### src/rtl/kbr_pkg.sv
// kbr_pkg: shared constants, state encoding and frame helper for the
// NeXT keyboard/mouse link responder.
package kbr_pkg;

    typedef enum logic [2:0] {
        ST_IDLE      = 3'd0,
        ST_START_CHK = 3'd1,
        ST_RX_BITS   = 3'd2,
        ST_WAIT_HIGH = 3'd3,
        ST_GAP       = 3'd4,
        ST_TX        = 3'd5
    } kbr_state_e;

    // Host command patterns, d1 in the MSB position
    localparam logic [6:0]  QUERY_KB     = 7'b0000100;
    localparam logic [6:0]  QUERY_MS     = 7'b1000100;
    localparam logic [19:0] RESET_CMD    = 20'b11110111111000000000;
    localparam logic [6:0]  RESET_PREFIX = RESET_CMD[19:13];

    // Response sent when the queried channel has nothing pending
    localparam logic [19:0] FRAME_IDLE   = 20'h80300;

    // Event response frame; bit 0 goes out first after the start bit
    function automatic logic [19:0] build_event_frame(input logic [15:0] data16);
        return {1'b0, data16[15:8], 3'b010, data16[7:0]};
    endfunction

endpackage

### src/rtl/kb_responder_if.sv
// kb_responder_if: keyboard and mouse event handshakes between the local
// event sources (master) and the responder (slave).
interface kb_responder_if;
    logic        kb_valid;
    logic [15:0] kb_data;
    logic        kb_ready;
    logic        ms_valid;
    logic [15:0] ms_data;
    logic        ms_ready;

    modport master (
        output kb_valid, kb_data, ms_valid, ms_data,
        input  kb_ready, ms_ready
    );

    modport slave (
        input  kb_valid, kb_data, ms_valid, ms_data,
        output kb_ready, ms_ready
    );
endinterface

### src/rtl/kbr_event_fifo.sv
// kbr_event_fifo: 16-bit event FIFO with flush. DEPTH=1 gives a single
// holding register; a pop and a push in the same cycle are both honoured.
module kbr_event_fifo #(
    parameter int DEPTH = 1
) (
    input  logic        clk,
    input  logic        rst,
    input  logic        flush_i,
    input  logic        push_i,
    input  logic [15:0] data_i,
    input  logic        pop_i,
    output logic [15:0] data_o,
    output logic        empty_o,
    output logic        full_o
);
    localparam int AW = (DEPTH > 1) ? $clog2(DEPTH) : 1;
    localparam int CW = $clog2(DEPTH + 1);
    localparam logic [AW-1:0] LAST_PTR = AW'(DEPTH - 1);
    localparam logic [CW-1:0] FULL_CNT = CW'(DEPTH);

    logic [15:0]   mem_q [2**AW];
    logic [AW-1:0] rd_q, rd_d, wr_q, wr_d, wr_idx;
    logic [CW-1:0] cnt_q, cnt_d;
    logic          do_push, do_pop;

    function automatic logic [AW-1:0] next_ptr(input logic [AW-1:0] p);
        return (p == LAST_PTR) ? '0 : p + 1'b1;
    endfunction

    assign empty_o = (cnt_q == '0);
    assign full_o  = (cnt_q == FULL_CNT);
    assign data_o  = mem_q[rd_q];
    assign do_pop  = pop_i && !empty_o && !flush_i;
    // A flush empties the FIFO, so an event offered in that cycle still lands
    assign do_push = push_i && (flush_i || !full_o || do_pop);

    // Pointer and occupancy next-state
    always_comb begin
        rd_d   = rd_q;
        wr_d   = wr_q;
        cnt_d  = cnt_q;
        wr_idx = wr_q;
        if (flush_i) begin
            rd_d   = '0;
            wr_idx = '0;
            wr_d   = do_push ? next_ptr('0) : '0;
            cnt_d  = do_push ? CW'(1) : '0;
        end else begin
            if (do_pop)  rd_d = next_ptr(rd_q);
            if (do_push) wr_d = next_ptr(wr_q);
            cnt_d = cnt_q + CW'(do_push) - CW'(do_pop);
        end
    end

    // Control state with asynchronous reset
    always_ff @(posedge clk or posedge rst) begin
        if (rst) begin
            rd_q  <= '0;
            wr_q  <= '0;
            cnt_q <= '0;
        end else begin
            rd_q  <= rd_d;
            wr_q  <= wr_d;
            cnt_q <= cnt_d;
        end
    end

    // Event storage, no reset needed
    always_ff @(posedge clk) begin
        if (do_push) mem_q[wr_idx] <= data_i;
    end

endmodule

### src/rtl/kb_responder.sv
// kb_responder: device side of the NeXT keyboard/mouse serial link.
// Decodes host query/reset frames on from_host and answers queries on
// to_host with an event frame or the idle frame.
// Build option: define KBR_EVENT_FIFO_EN for FIFO_DEPTH-deep event queues;
// otherwise each channel keeps a single holding register.
module kb_responder
    import kbr_pkg::*;
#(
    parameter int BIT_CLKS      = 265,
    parameter int RESP_GAP_BITS = 3,
    parameter int FIFO_DEPTH    = 4
) (
    input  logic               clk,
    input  logic               reset,
    input  logic               from_host,
    output logic               to_host,
    kb_responder_if.slave      ev,
    output logic               initialized,
    output logic [2:0]         debug
);
`ifdef KBR_EVENT_FIFO_EN
    localparam int SLOT_DEPTH = FIFO_DEPTH;
`else
    // FIFO_DEPTH is accepted but the slot is always a single register here
    localparam int SLOT_DEPTH = (FIFO_DEPTH > 0) ? 1 : 1;
`endif
    localparam int TW       = $clog2(BIT_CLKS);
    localparam int GAP_CLKS = RESP_GAP_BITS * BIT_CLKS + BIT_CLKS / 2;
    localparam int GW       = $clog2(GAP_CLKS + 1);
    localparam logic [TW-1:0] LAST_T   = TW'(BIT_CLKS - 1);
    localparam logic [TW-1:0] HALF_T   = TW'(BIT_CLKS / 2 - 1);
    localparam logic [GW-1:0] GAP_LAST = GW'(GAP_CLKS - 1);

    localparam logic [2:0] S_IDLE      = ST_IDLE;
    localparam logic [2:0] S_START_CHK = ST_START_CHK;
    localparam logic [2:0] S_RX_BITS   = ST_RX_BITS;
    localparam logic [2:0] S_WAIT_HIGH = ST_WAIT_HIGH;
    localparam logic [2:0] S_GAP       = ST_GAP;
    localparam logic [2:0] S_TX        = ST_TX;

    logic [2:0]    state_q, state_d;
    logic [TW-1:0] timer_q, timer_d;
    logic [4:0]    cnt_q, cnt_d;
    logic [GW-1:0] gap_q, gap_d;
    logic [18:0]   rx_q, rx_d;
    logic [19:0]   tx_q, tx_d;
    logic          to_host_q, to_host_d;
    logic          init_q, init_d;
    logic          sel_ms_q, sel_ms_d;
    logic [1:0]    sync_q;
    logic          prev_q;

    logic          line, fall, tick;
    logic [19:0]   rx_next;
    logic          flush, pop_kb, pop_ms;
    logic          kb_full, kb_empty, ms_full, ms_empty;
    logic [15:0]   kb_head, ms_head;

    assign line    = sync_q[1];
    assign fall    = prev_q && !line;
    assign tick    = (timer_q == LAST_T);
    assign rx_next = {rx_q, line};

    assign ev.kb_ready = !kb_full && !reset;
    assign ev.ms_ready = !ms_full && !reset;
    assign to_host     = to_host_q;
    assign initialized = init_q;
    assign debug       = state_q;

    kbr_event_fifo #(.DEPTH(SLOT_DEPTH)) u_kb_slot (
        .clk(clk), .rst(reset), .flush_i(flush),
        .push_i(ev.kb_valid && ev.kb_ready), .data_i(ev.kb_data),
        .pop_i(pop_kb), .data_o(kb_head), .empty_o(kb_empty), .full_o(kb_full)
    );

    kbr_event_fifo #(.DEPTH(SLOT_DEPTH)) u_ms_slot (
        .clk(clk), .rst(reset), .flush_i(flush),
        .push_i(ev.ms_valid && ev.ms_ready), .data_i(ev.ms_data),
        .pop_i(pop_ms), .data_o(ms_head), .empty_o(ms_empty), .full_o(ms_full)
    );

    // Link FSM: frame reception, response timing and transmission
    always_comb begin
        state_d   = state_q;
        timer_d   = timer_q;
        cnt_d     = cnt_q;
        gap_d     = gap_q;
        rx_d      = rx_q;
        tx_d      = tx_q;
        to_host_d = to_host_q;
        init_d    = init_q;
        sel_ms_d  = sel_ms_q;
        flush     = 1'b0;
        pop_kb    = 1'b0;
        pop_ms    = 1'b0;
        case (state_q)
            S_IDLE: begin
                to_host_d = 1'b1;
                if (fall) begin
                    state_d = S_START_CHK;
                    timer_d = '0;
                end
            end
            S_START_CHK: begin
                if (timer_q == HALF_T) begin
                    timer_d = '0;
                    cnt_d   = '0;
                    state_d = line ? S_IDLE : S_RX_BITS;
                end else begin
                    timer_d = timer_q + 1'b1;
                end
            end
            S_RX_BITS: begin
                if (tick) begin
                    timer_d = '0;
                    rx_d    = rx_next[18:0];
                    cnt_d   = cnt_q + 5'd1;
                    if (cnt_q == 5'd6) begin
                        if (rx_next[6:0] == QUERY_KB || rx_next[6:0] == QUERY_MS) begin
                            sel_ms_d = rx_next[6];
                            if (init_q) begin
                                state_d = S_GAP;
                                gap_d   = GW'(1);
                            end else begin
                                state_d = S_WAIT_HIGH;
                            end
                        end else if (rx_next[6:0] != RESET_PREFIX) begin
                            state_d = S_WAIT_HIGH;
                        end
                    end else if (cnt_q == 5'd19) begin
                        if (rx_next == RESET_CMD) begin
                            init_d = 1'b1;
                            flush  = 1'b1;
                        end
                        state_d = S_WAIT_HIGH;
                    end
                end else begin
                    timer_d = timer_q + 1'b1;
                end
            end
            S_WAIT_HIGH: begin
                if (!line) begin
                    timer_d = '0;
                end else if (tick) begin
                    timer_d = '0;
                    state_d = S_IDLE;
                end else begin
                    timer_d = timer_q + 1'b1;
                end
            end
            S_GAP: begin
                if (gap_q == GAP_LAST) begin
                    state_d   = S_TX;
                    timer_d   = '0;
                    cnt_d     = '0;
                    to_host_d = 1'b0;
                    tx_d      = FRAME_IDLE;
                    if (sel_ms_q && !ms_empty) begin
                        tx_d   = build_event_frame(ms_head);
                        pop_ms = 1'b1;
                    end else if (!sel_ms_q && !kb_empty) begin
                        tx_d   = build_event_frame(kb_head);
                        pop_kb = 1'b1;
                    end
                end else begin
                    gap_d = gap_q + 1'b1;
                end
            end
            S_TX: begin
                if (tick) begin
                    timer_d = '0;
                    if (cnt_q == 5'd20) begin
                        to_host_d = 1'b1;
                        state_d   = S_IDLE;
                    end else begin
                        to_host_d = tx_q[0];
                        tx_d      = {1'b1, tx_q[19:1]};
                        cnt_d     = cnt_q + 5'd1;
                    end
                end else begin
                    timer_d = timer_q + 1'b1;
                end
            end
            default: state_d = S_IDLE;
        endcase
    end

    // Control registers and from_host synchroniser, asynchronous reset
    always_ff @(posedge clk or posedge reset) begin
        if (reset) begin
            sync_q    <= 2'b11;
            prev_q    <= 1'b1;
            state_q   <= S_IDLE;
            timer_q   <= '0;
            cnt_q     <= '0;
            gap_q     <= '0;
            to_host_q <= 1'b1;
            init_q    <= 1'b0;
            sel_ms_q  <= 1'b0;
        end else begin
            sync_q    <= {sync_q[0], from_host};
            prev_q    <= line;
            state_q   <= state_d;
            timer_q   <= timer_d;
            cnt_q     <= cnt_d;
            gap_q     <= gap_d;
            to_host_q <= to_host_d;
            init_q    <= init_d;
            sel_ms_q  <= sel_ms_d;
        end
    end

    // Receive and transmit shift registers, no reset needed
    always_ff @(posedge clk) begin
        rx_q <= rx_d;
        tx_q <= tx_d;
    end

endmodule

### src/flat_wrapper.sv
// flat-port wrapper written by rule: the top's interface ports become plain ports
module kb_responder_flat import kbr_pkg::*;
#(
    parameter int BIT_CLKS      = 265,
    parameter int RESP_GAP_BITS = 3,
    parameter int FIFO_DEPTH    = 4
)
  (clk, reset, from_host, to_host, initialized, debug, ev_kb_valid, ev_kb_data, ev_ms_valid, ev_ms_data, ev_kb_ready, ev_ms_ready);
  kb_responder_if ev_i ();
  input  logic clk;
  input  logic reset;
  input  logic from_host;
  output logic to_host;
  output logic initialized;
  output logic [2:0] debug;
  input wire logic [$bits(ev_i.kb_valid)-1:0] ev_kb_valid;
  input wire logic [$bits(ev_i.kb_data)-1:0] ev_kb_data;
  input wire logic [$bits(ev_i.ms_valid)-1:0] ev_ms_valid;
  input wire logic [$bits(ev_i.ms_data)-1:0] ev_ms_data;
  output wire logic [$bits(ev_i.kb_ready)-1:0] ev_kb_ready;
  output wire logic [$bits(ev_i.ms_ready)-1:0] ev_ms_ready;
  assign ev_i.kb_valid = ev_kb_valid;
  assign ev_i.kb_data = ev_kb_data;
  assign ev_i.ms_valid = ev_ms_valid;
  assign ev_i.ms_data = ev_ms_data;
  assign ev_kb_ready = ev_i.kb_ready;
  assign ev_ms_ready = ev_i.ms_ready;
  kb_responder #(.BIT_CLKS(BIT_CLKS), .RESP_GAP_BITS(RESP_GAP_BITS), .FIFO_DEPTH(FIFO_DEPTH)) u_core (.clk(clk), .reset(reset), .from_host(from_host), .to_host(to_host), .ev(ev_i), .initialized(initialized), .debug(debug));
endmodule
### config.mk
export PLATFORM = sky130hd
export DESIGN_NAME = kb_responder_flat
export DESIGN_NICKNAME = d
export VERILOG_FILES = /design/src/rtl/kbr_pkg.sv /design/src/rtl/kb_responder_if.sv /design/src/rtl/kbr_event_fifo.sv /design/src/rtl/kb_responder.sv /design/src/flat_wrapper.sv
export SDC_FILE = /design/constraint.sdc
export NUM_CORES = 1
export LEC_CHECK = 0
export CORE_ASPECT_RATIO = 0.9
export CORE_UTILIZATION = 52
export CTS_CLUSTER_SIZE = 20
export DETAILED_ROUTE_END_ITERATION = 16
export PLACE_DENSITY = 0.76
export SYNTH_ARGS = -nofsm -noshare
export SYNTH_HDL_FRONTEND = slang
export SYNTH_SLANG_ARGS = --single-unit
### constraint.sdc
create_clock -name clk -period 2.5 [get_ports clk]
set_clock_uncertainty 0.2 [all_clocks]
set_input_delay 0.5 -clock clk [delete_from_list [all_inputs] [get_ports clk]]
set_output_delay 0.5 -clock clk [all_outputs]
set_load 0.005 [all_outputs]
==> results.md, run 1 <==
* Root buf cell: clkbuf_8
* Inserted Diodes at 0
* Synth Flop Type: edfxtp_1
* Crit-path max FO at 15
* Syn Nets at 427
* Top-count cell post-synth: edfxtp_1
* Area grow syn2layout at 18.0%
* Top cell type by total area after synthesis: edfxtp_1
* Cell Chain, Critical Path: buf_4 > clkdlybuf4s50_1
* Postcts setup bufs at 0
* Post-synthesis sequential area ratio at 63.6%
* WHS Endpoint: u_core.sync_q[1]
* Final slew viol count at 0
* Post-place setup slack at 0.200 ns
* Die Height at 92.5 um
* Gate Count Post-Synth at 383
* CTS Hold Buffers Added at 0
* P_leak at 2.17 nW
* Port bufs at 43
* Hold WC Path Type: reg -> reg
* Detailed Routing Iterations Pass 1 at 5
* Cts bufs inserted at 9
* Crit end category: output pin
* CP max-delay cell: clkdlybuf4s50_1
* Via density at 5.82
* Crit path launch type: flop
* Power consumption at 3.36 mW
* CP Depth at 2
* Initial antenna violation count at 0
* Hold slack at 0.167 ns
* Register area at 3010 um2
* First-pass GRT wire length at 15,300 um
* Top post-synthesis cells by area: edfxtp_1 45%, dfrtp_1 16%, nor2_1 4.3%
* Routability congestion estimate at 0.880
* Area of the multi-input gates at 1620 um2
* Final-report hold violation count at 0
* Reg2reg setup slack at 0.28 ns
* Worst Hold Launch: u_core.sync_q[0]
* Largest net degree at the start of global routing at 36
* Flops & latches, synth at 106
* Placement Rows at 32
* Syn Area/Cell at 12.4 um2
* R2r endpoint: u_core.cnt_q[2]
* Ports at 44
* WS Path Type: reg -> out
* DRC viols at 0
* CTS H-Tree Depth at 3
* Fin crit share at 91.7%
* Netlist cell types at 61
* Max-cap violations at 0
* Post-layout min period at 2.29 ns
* CTS tree: built
* Max VDD drop at 0.449 mV
* Number of synthesized flops with an enable pin at 71
* Clk Latency, worst-skew pair at 0.38 ns
* Mapped Area at 4740 um2
* Setup ws final at 0.209 ns
* Avg WL per Cell at 16.5 um
* Worst stage delay on the critical path at 0.53 ns
* Synth top cells by count: 71 x edfxtp_1, 54 x nor2_1, 31 x dfrtp_1, 29 x nand2_1, 17 x a221oi_1
* RSZ-0062 raised after global routing: no
* Post-DP HPWL at 6280 um
* Clock transition at path regs at 0.11 ns
* Post-synth top area share at 45.0%
* Critical Path RT at 1.80 ns
* Arr. time, crit path at 1.59 ns
* Vias at 3,260
* DIE WIDTH at 103 um
* Highest clock rate at 0.436 GHz
* Final ANT Viol Nets at 0
* Worst Hold Path Cells at 0
* Top delay family on crit path: buffers and inverters
* Async S/R FF share, synth at 33.0%
* Final net count at 480
* Initial core utilization at 54.5%
* Layout cells sized above 1 at 13.4%
* Yosys warns at 0
* Least-Margin Pin Slew at 0.694 ns
* Clock sink count at 106
* Reg2reg path depth at 7
* Power Density at 601 nW/um2
* Vias in the first global route at 3,064
* Outcome: finished, final reports clean
* Fill cells at 655
* GRT overflow at 0
* Worst R2R Start: u_core.timer_q[0]
* Core area at 8690 um2
* GRT Util Overall at 21.3%
* Post-CTS sizing at 0
* CP bufs+invs at 2
* Final WL at 9250 um
* Die Footprint at 9490 um2
* Max-slew headroom at 53.7%
* Setup TNS at 0 ns
* Fin util at 64.3%
* DRC marker count from the first detailed-route iteration at 154
* Maximum clock path buffer count at 2
* Setup violations, final at 0
[cells in the final DEF, fill, tap and decap left out, drive strengths merged, types with 3 or more instances in the layout]
cell type      synthesis  layout
nor2                  54      54
nor4                   6       6
edfxtp                71      71
a211o                  3       3
mux2                   3       3
clkdlybuf4s50          0      43
and2                  12      12
a22o                   3       3
a21o                   4       4
dfrtp                 31      31
o21ai                 14      14
nand4                  5       5
nand2b                 6       6
or2                    3       3
ha                     7       7
nand2                 29      29
nand3                 15      15
a21oi                  7       7
a221oi                17      17
and3                   4       4
a31o                   3       3
nor2b                  6       6
clkbuf                12       9
inv                   10      15
dfstp                  4       4
buf                    5      16
a311oi                 3       3
o31ai                  4       4
xor2                   5       5
o22ai                  7       7
[worst max-delay path by stage]
stage                 endpoint               from
3_3_place_gp       ev_kb_ready              reset
6_report              debug[0]    u_core.debug[0]
4_1_cts               debug[0]    u_core.debug[0]
2_1_floorplan   u_core.tx_q[0]    u_core.gap_q[0]
3_5_place_dp       ev_ms_ready              reset
5_1_grt        u_core.cnt_q[2]  u_core.timer_q[0]
[layer usage]
metal	global-route usage [%]	vias to the layer above	wire [um]
li1	-	1538	-
met1	30.4	1605	4240
met2	32.1	103	4340
met3	6.04	14	530
met4	5.71	0	140
met5	0	-	0
[final cells by class]
cell class	count	area share, %
clock buffer	9	2.22
clock inverter	7	1.59
inverter	10	0.671
multi-input combinational	250	28.9
sequential	106	53.9
tap	119	2.66
timing repair buffer	59	10.1
[stage by stage]
step                      area (um2)  cells
final                           5590    560
after global routing            5590    560
after CTS                       5590    560
after detailed placement        5380    544
after global placement          5380    544
after floorplan                 4740    383
[registers in the layout, summed over array words and instances (netlist names)]
register,count
u_core.cnt_q,5
u_core.debug,3
u_core.gap_q,10
u_core.initialized,1
u_core.prev_q,1
u_core.rx_q,19
u_core.sel_ms_q,1
u_core.sync_q,2
u_core.timer_q,9
u_core.to_host,1
u_core.tx_q,20
u_core.u_kb_slot.full_o,1
u_core.u_kb_slot.mem_q,16
u_core.u_ms_slot.full_o,1
u_core.u_ms_slot.mem_q,16
[report_power, final]
group / total, mW / leakage [nW] / switching, mW / internal (mW)
Clock: 1.10 / 0.107 / 0.682 / 0.413
Sequential: 1.97 / 1.11 / 0.0408 / 1.93
Combinational: 0.297 / 0.956 / 0.136 / 0.160
Total: 3.36 / 2.17 / 0.859 / 2.50
[cells by family after synthesis]
logic type               count (synthesis)  share of synthesized area, %
XOR/XNOR                                 5                         0.925
adder cells (fa/ha/maj)                  7                          1.85
buffers and inverters                   27                          2.32
flip-flops                             106                          63.6
AND/OR/NAND/NOR                        161                          18.6
multiplexers                             5                          1.14
AO/OA/AOI/OAI                           72                          11.5
(Power assumes the default switching activity.)
==> run 2: changes to the inputs <==
Clock period 2.5 ns to 2.06 ns, I/O delays scaled along.
==> run 2 against run 1 <==
The flow now finishes with violations (negative setup slack). Power rose by 28%. Cell count increased by 11%. Clock power up 25%. Sequential power grew 21%.
==> results.md, run 2 (same netlist as run 1, synthesis figures left out) <==
* Hold slack at 0.165 ns
* Maximum clock path buffer count at 2
* Max-cap violations at 0
* Clock transition at path regs at 0.11 ns
* Post-layout min period at 2.17 ns
* Arr. time, crit path at 2.23 ns
* Fin crit share at 106%
* Highest clock rate at 0.460 GHz
* Setup TNS at -0.678 ns
* Worst Hold Launch: u_core.sync_q[0]
* Port bufs at 43
* Max-slew headroom at 65.1%
* Vias at 3,639
* Worst R2R Start: u_core.debug[0]
* CTS H-Tree Depth at 3
* Clk Latency, worst-skew pair at 0.37 ns
* Initial antenna violation count at 0
* Biggest regs: u_core.tx_q: 20 flops, u_core.rx_q: 19 flops
* Crit path launch type: flop
* P_leak at 2.61 nW
* Root buf cell: clkbuf_8
* Max VDD drop at 0.507 mV
* Final ANT Viol Nets at 0
* Post-DP HPWL at 7090 um
* Most common cell after layout, fill and taps aside: edfxtp_1
* Placement Rows at 32
* Final WL at 11,700 um
* RSZ-0062 raised after global routing: yes
* First-pass GRT wire length at 16,900 um
* Setup violations, final at 25
* R2r endpoint: u_core.gap_q[4]
* Area grow syn2layout at 38.1%
* WHS Endpoint: u_core.sync_q[1]
* Initial core utilization at 54.5%
* Commonest non-fill, non-tap cells in the layout: 71 x edfxtp_1, 61 x buf_4, 51 x nor2_1
* CTS tree: built
* Outcome: finished with violations
* GRT overflow at 0
* DRC viols at 0
* Crit-path max FO at 6
* Crit end category: flop
* Layout cells sized above 1 at 34.1%
* Inserted Diodes at 0
* Core area at 8690 um2
* Final-report hold violation count at 0
* Power consumption at 4.31 mW
* Non-filler instance count after layout at 624
* Power Density at 660 nW/um2
* Clock sink count at 106
* Cts bufs inserted at 9
* Largest net degree at the start of global routing at 36
* Die Footprint at 9490 um2
* Routability congestion estimate at 0.891
* Reg2reg path depth at 8
* Final net count at 544
* Ports at 44
* Placed cell count at 578
* Max FFs per register at 20
* Hold WC Path Type: reg -> reg
* DIE WIDTH at 103 um
* Avg WL per Cell at 18.8 um
* GRT Util Overall at 23.8%
* Detailed Routing Iterations Pass 1 at 5
* Largest reg by FF count: u_core.tx_q
* Vias in the first global route at 3,447
* Least-Margin Pin Slew at 0.523 ns
* DRC marker count from the first detailed-route iteration at 238
* Setup ws final at -0.114 ns
* Violated checks: negative setup slack
* Die Height at 92.5 um
* Via density at 5.83
* Final slew viol count at 0
* Worst Hold Path Cells at 0
* Critical Path RT at 2.11 ns
* Post-place setup slack at -0.111 ns
* WS Path Type: reg -> reg
* Reg2reg setup slack at -0.11 ns
-- run 2: cell types whose count changed in the layout (fill, tap and decap cells not counted), sizes merged --
cell           delta
clkinv            +1
clkinvlp          +1
clkbuf            +2
dlygate4sd2       +2
inv               -3
dlymetal6s2s      +3
clkdlybuf4s50     -5
bufinv            +1
buf              +61
a211o             +1
-- run 2: worst max-delay path: stages (launching register included) --
cell and delay (ns):
dfrtp_2 0.46, buf_12 0.14, nor3b_2 0.30, nand3_2 0.15
buf_6 0.16, buf_4 0.14, a2bb2oi_4 0.19, o21ai_1 0.20
o21ai_1 0.10
-- run 2: metal layers --
metal  part of all wire, %  vias to the layer above  global-route usage [%]  wire length (um)
li1                      -                     1670                       -                 -
met1                    41                     1809                    32.4              4790
met2                    52                      135                    38.6              6080
met3                   5.0                       25                    3.55               586
met4                   2.4                        0                    8.81               277
met5                     0                        -                       0                 0
-- run 2: per-stage QoR --
| stage | cell area, um2 | util, % |
|---|---|---|
| floorplan | 4760 | - |
| global placement | 5710 | 65.7 |
| detailed placement | 5710 | 65.7 |
| CTS | 6130 | 70.6 |
| global route | 6540 | 75.3 |
| finish | 6540 | 75.3 |
-- run 2: worst max-delay path by stage --
stage	from	end	slack, ns	cells past startpoint
6_report	u_core.debug[0]	u_core.gap_q[4]	-0.11	8
3_3_place_gp	reset	ev_kb_ready	-0.05	3
4_1_cts	u_core.cnt_q[1]	u_core.u_ms_slot.full_o	-0.02	7
2_1_floorplan	u_core.gap_q[0]	u_core.tx_q[0]	-0.006	7
5_1_grt	u_core.gap_q[0]	u_core.cnt_q[2]	-0.14	8
3_5_place_dp	u_core.rx_q[0]	u_core.gap_q[5]	-0.11	5
-- run 2: power by group --
group          internal, mW  switching [mW]
Clock                 0.598           0.775
Combinational         0.319           0.237
Sequential             2.34          0.0437
Total                  3.26            1.06
-- run 2: cell type report --
type                    instances  area, um2
flip-flops and latches        106       3020
inverters                      10       41.3
clock buffers                   9        124
multi-input cells             251       1940
well taps                     119        149
fillers                       512       2150
repair buffers                122       1180
clock inverters                 7       93.8
-- run 2: repair_timing --
action | in CTS | in global routing
pin swaps | 10 | 22
gates cloned | 1 | 3
endpoints found under the setup margin | 42 | 55
hold buffers | 0 | 0
setup buffers | 13 | 13
gates resized for setup | 25 | 59
==> run 3: changes to the inputs <==
Settings changed: CTS_CLUSTER_SIZE 20 to 16, MAX_ROUTING_LAYER from default to met4.
==> run 3 against run 2 <==
Sequential power hardly changed. First-iteration DRC count is 0.84% higher. Critical path type unchanged. The flow still finishes with violations (negative setup slack). Routed wire length is 0.71% higher. Critical path depth stayed put. Combinational power hardly changed. Via count is 0.25% higher. Core utilization is 0.086 points higher. Power is 0.18% higher. Register-to-register slack worse by 0.02 ns.
==> results.md, run 3 (same netlist as run 1, synthesis figures left out) <==
* Fin crit share at 106%
* Ports at 44
* RSZ-0062 raised after global routing: yes
* Die Height at 92.5 um
* Post-layout min period at 2.19 ns
* Routability congestion estimate at 0.906
* Clk Latency, worst-skew pair at 0.38 ns
* Final ANT Viol Nets at 0
* Least-Margin Pin Slew at 0.505 ns
* Area grow syn2layout at 38.3%
* Setup TNS at -0.713 ns
* Maximum clock path buffer count at 2
* Fill cells at 509
* Max-cap violations at 0
* Initial antenna violation count at 0
* Fin util at 75.4%
* Final slew viol count at 0
* Final-report hold violation count at 0
* Biggest regs: u_core.tx_q: 20 flops, u_core.rx_q: 19 flops
* DRC marker count from the first detailed-route iteration at 240
* Setup violations, final at 25
* Detailed Routing Iterations Pass 1 at 5
* DRC viols at 0
* Largest net degree at the start of global routing at 36
* Outcome: finished with violations
* Most common cell after layout, fill and taps aside: edfxtp_1
* Final instance area at 6550 um2
* CTS tree: built
* Max VDD drop at 0.507 mV
* Crit path launch type: flop
* Post-DP HPWL at 7090 um
* DIE WIDTH at 103 um
* Via density at 5.84
* CTS H-Tree Depth at 3
* Setup ws final at -0.133 ns
* Non-filler instance count after layout at 625
* Max-slew headroom at 66.4%
* Clock transition at path regs at 0.10 ns
* Crit-path max FO at 6
* Violated checks: negative setup slack
* GRT overflow at 0
* Arr. time, crit path at 2.25 ns
* Largest reg by FF count: u_core.tx_q
* Crit end category: flop
* Inserted Diodes at 0
* Max FFs per register at 20
* WS Path Type: reg -> reg
* CTS Hold Buffers Added at 0
* First-pass GRT wire length at 16,900 um
* Layout cells sized above 1 at 34.2%
* Final net count at 545
* Placed inst area at 5710 um2
* Cts bufs inserted at 9
* Core area at 8690 um2
* Critical Path RT at 2.12 ns
* Placed cell count at 578
* Hold WC Path Type: reg -> reg
* Die Footprint at 9490 um2
* Port bufs at 43
* Commonest non-fill, non-tap cells in the layout: 71 x edfxtp_1, 62 x buf_4, 51 x nor2_1
* P_leak at 2.61 nW
* Vias at 3,648
* Placement Rows at 32
* Final WL at 11,800 um
* Clock sink count at 106
* Power Density at 660 nW/um2
* Avg WL per Cell at 18.9 um
* GRT Util Overall at 24.5%
* Initial core utilization at 54.5%
* Highest clock rate at 0.456 GHz
* Vias in the first global route at 3,450
* Root buf cell: clkbuf_8
[run 3: changes by cell type in the layout (fill, tap and decap cells not counted)]
cell / before / now
buf_4: 61 / 62
[run 3: final cells by class]
cell class / instances / area, um2 / share of cell area (%)
clock inverter: 7 / 93.8 / 1.43
inverter: 10 / 41.3 / 0.631
timing repair buffer: 123 / 1180 / 18.1
sequential: 106 / 3020 / 46.1
multi-input combinational: 251 / 1940 / 29.6
tap: 119 / 149 / 2.27
clock buffer: 9 / 124 / 1.89
[run 3: path summary, 6_finish.rpt]
path,start,to,slack [ns],cells past startpoint
min in group asynchronous,reset,u_core.cnt_q[2],0.26,3
worst min register to register,u_core.sync_q[0],u_core.sync_q[1],0.17,0
worst max register to register,u_core.debug[0],u_core.gap_q[4],-0.13,8
worst min-delay path,u_core.sync_q[0],u_core.sync_q[1],0.17,0
max in group asynchronous,reset,u_core.prev_q,1.13,3
worst max-delay path,u_core.debug[0],u_core.gap_q[4],-0.13,8
[run 3: through the flow]
step / hold WS (ns) / power [mW] / setup slack [ns]
3_5_place_dp: 0.152 / 2.84 / -0.111
2_1_floorplan: 0.145 / 2.63 / -0.00556
4_1_cts: 0.167 / 4.26 / -0.0156
5_1_grt: 0.169 / 4.46 / -0.140
3_3_place_gp: 0.146 / 2.82 / -0.0476
6_report: 0.166 / 4.32 / -0.133
[run 3: report_power, final]
| part | internal, mW | switching, mW |
|---|---|---|
| logic | 0.319 | 0.236 |
| registers | 2.34 | 0.0436 |
| clock network | 0.598 | 0.785 |
[run 3: worst max-delay path: stages, from the launching register on]
cell	delay (ns)
dfrtp_2	0.46
buf_12	0.14
nor3b_2	0.31
nand3_2	0.16
buf_6	0.16
buf_4	0.14
a2bb2oi_4	0.19
o21ai_1	0.21
o21ai_1	0.10
[run 3: metal layers]
layer	part of all wire, %	up-vias	wire [um]	track usage (%)
met5	0	-	0	-
met4	2.2	0	255	8.81
met3	5.4	28	644	3.55
met2	52	132	6170	38.5
met1	40	1818	4750	32.5
li1	-	1670	-	-
[run 3: timing repair]
item / CTS / global route
setup buffers: 13 / 14
pin swaps: 10 / 27
setup endpoints to repair: 42 / 55
cloned: 1 / 3
resized for setup: 25 / 59
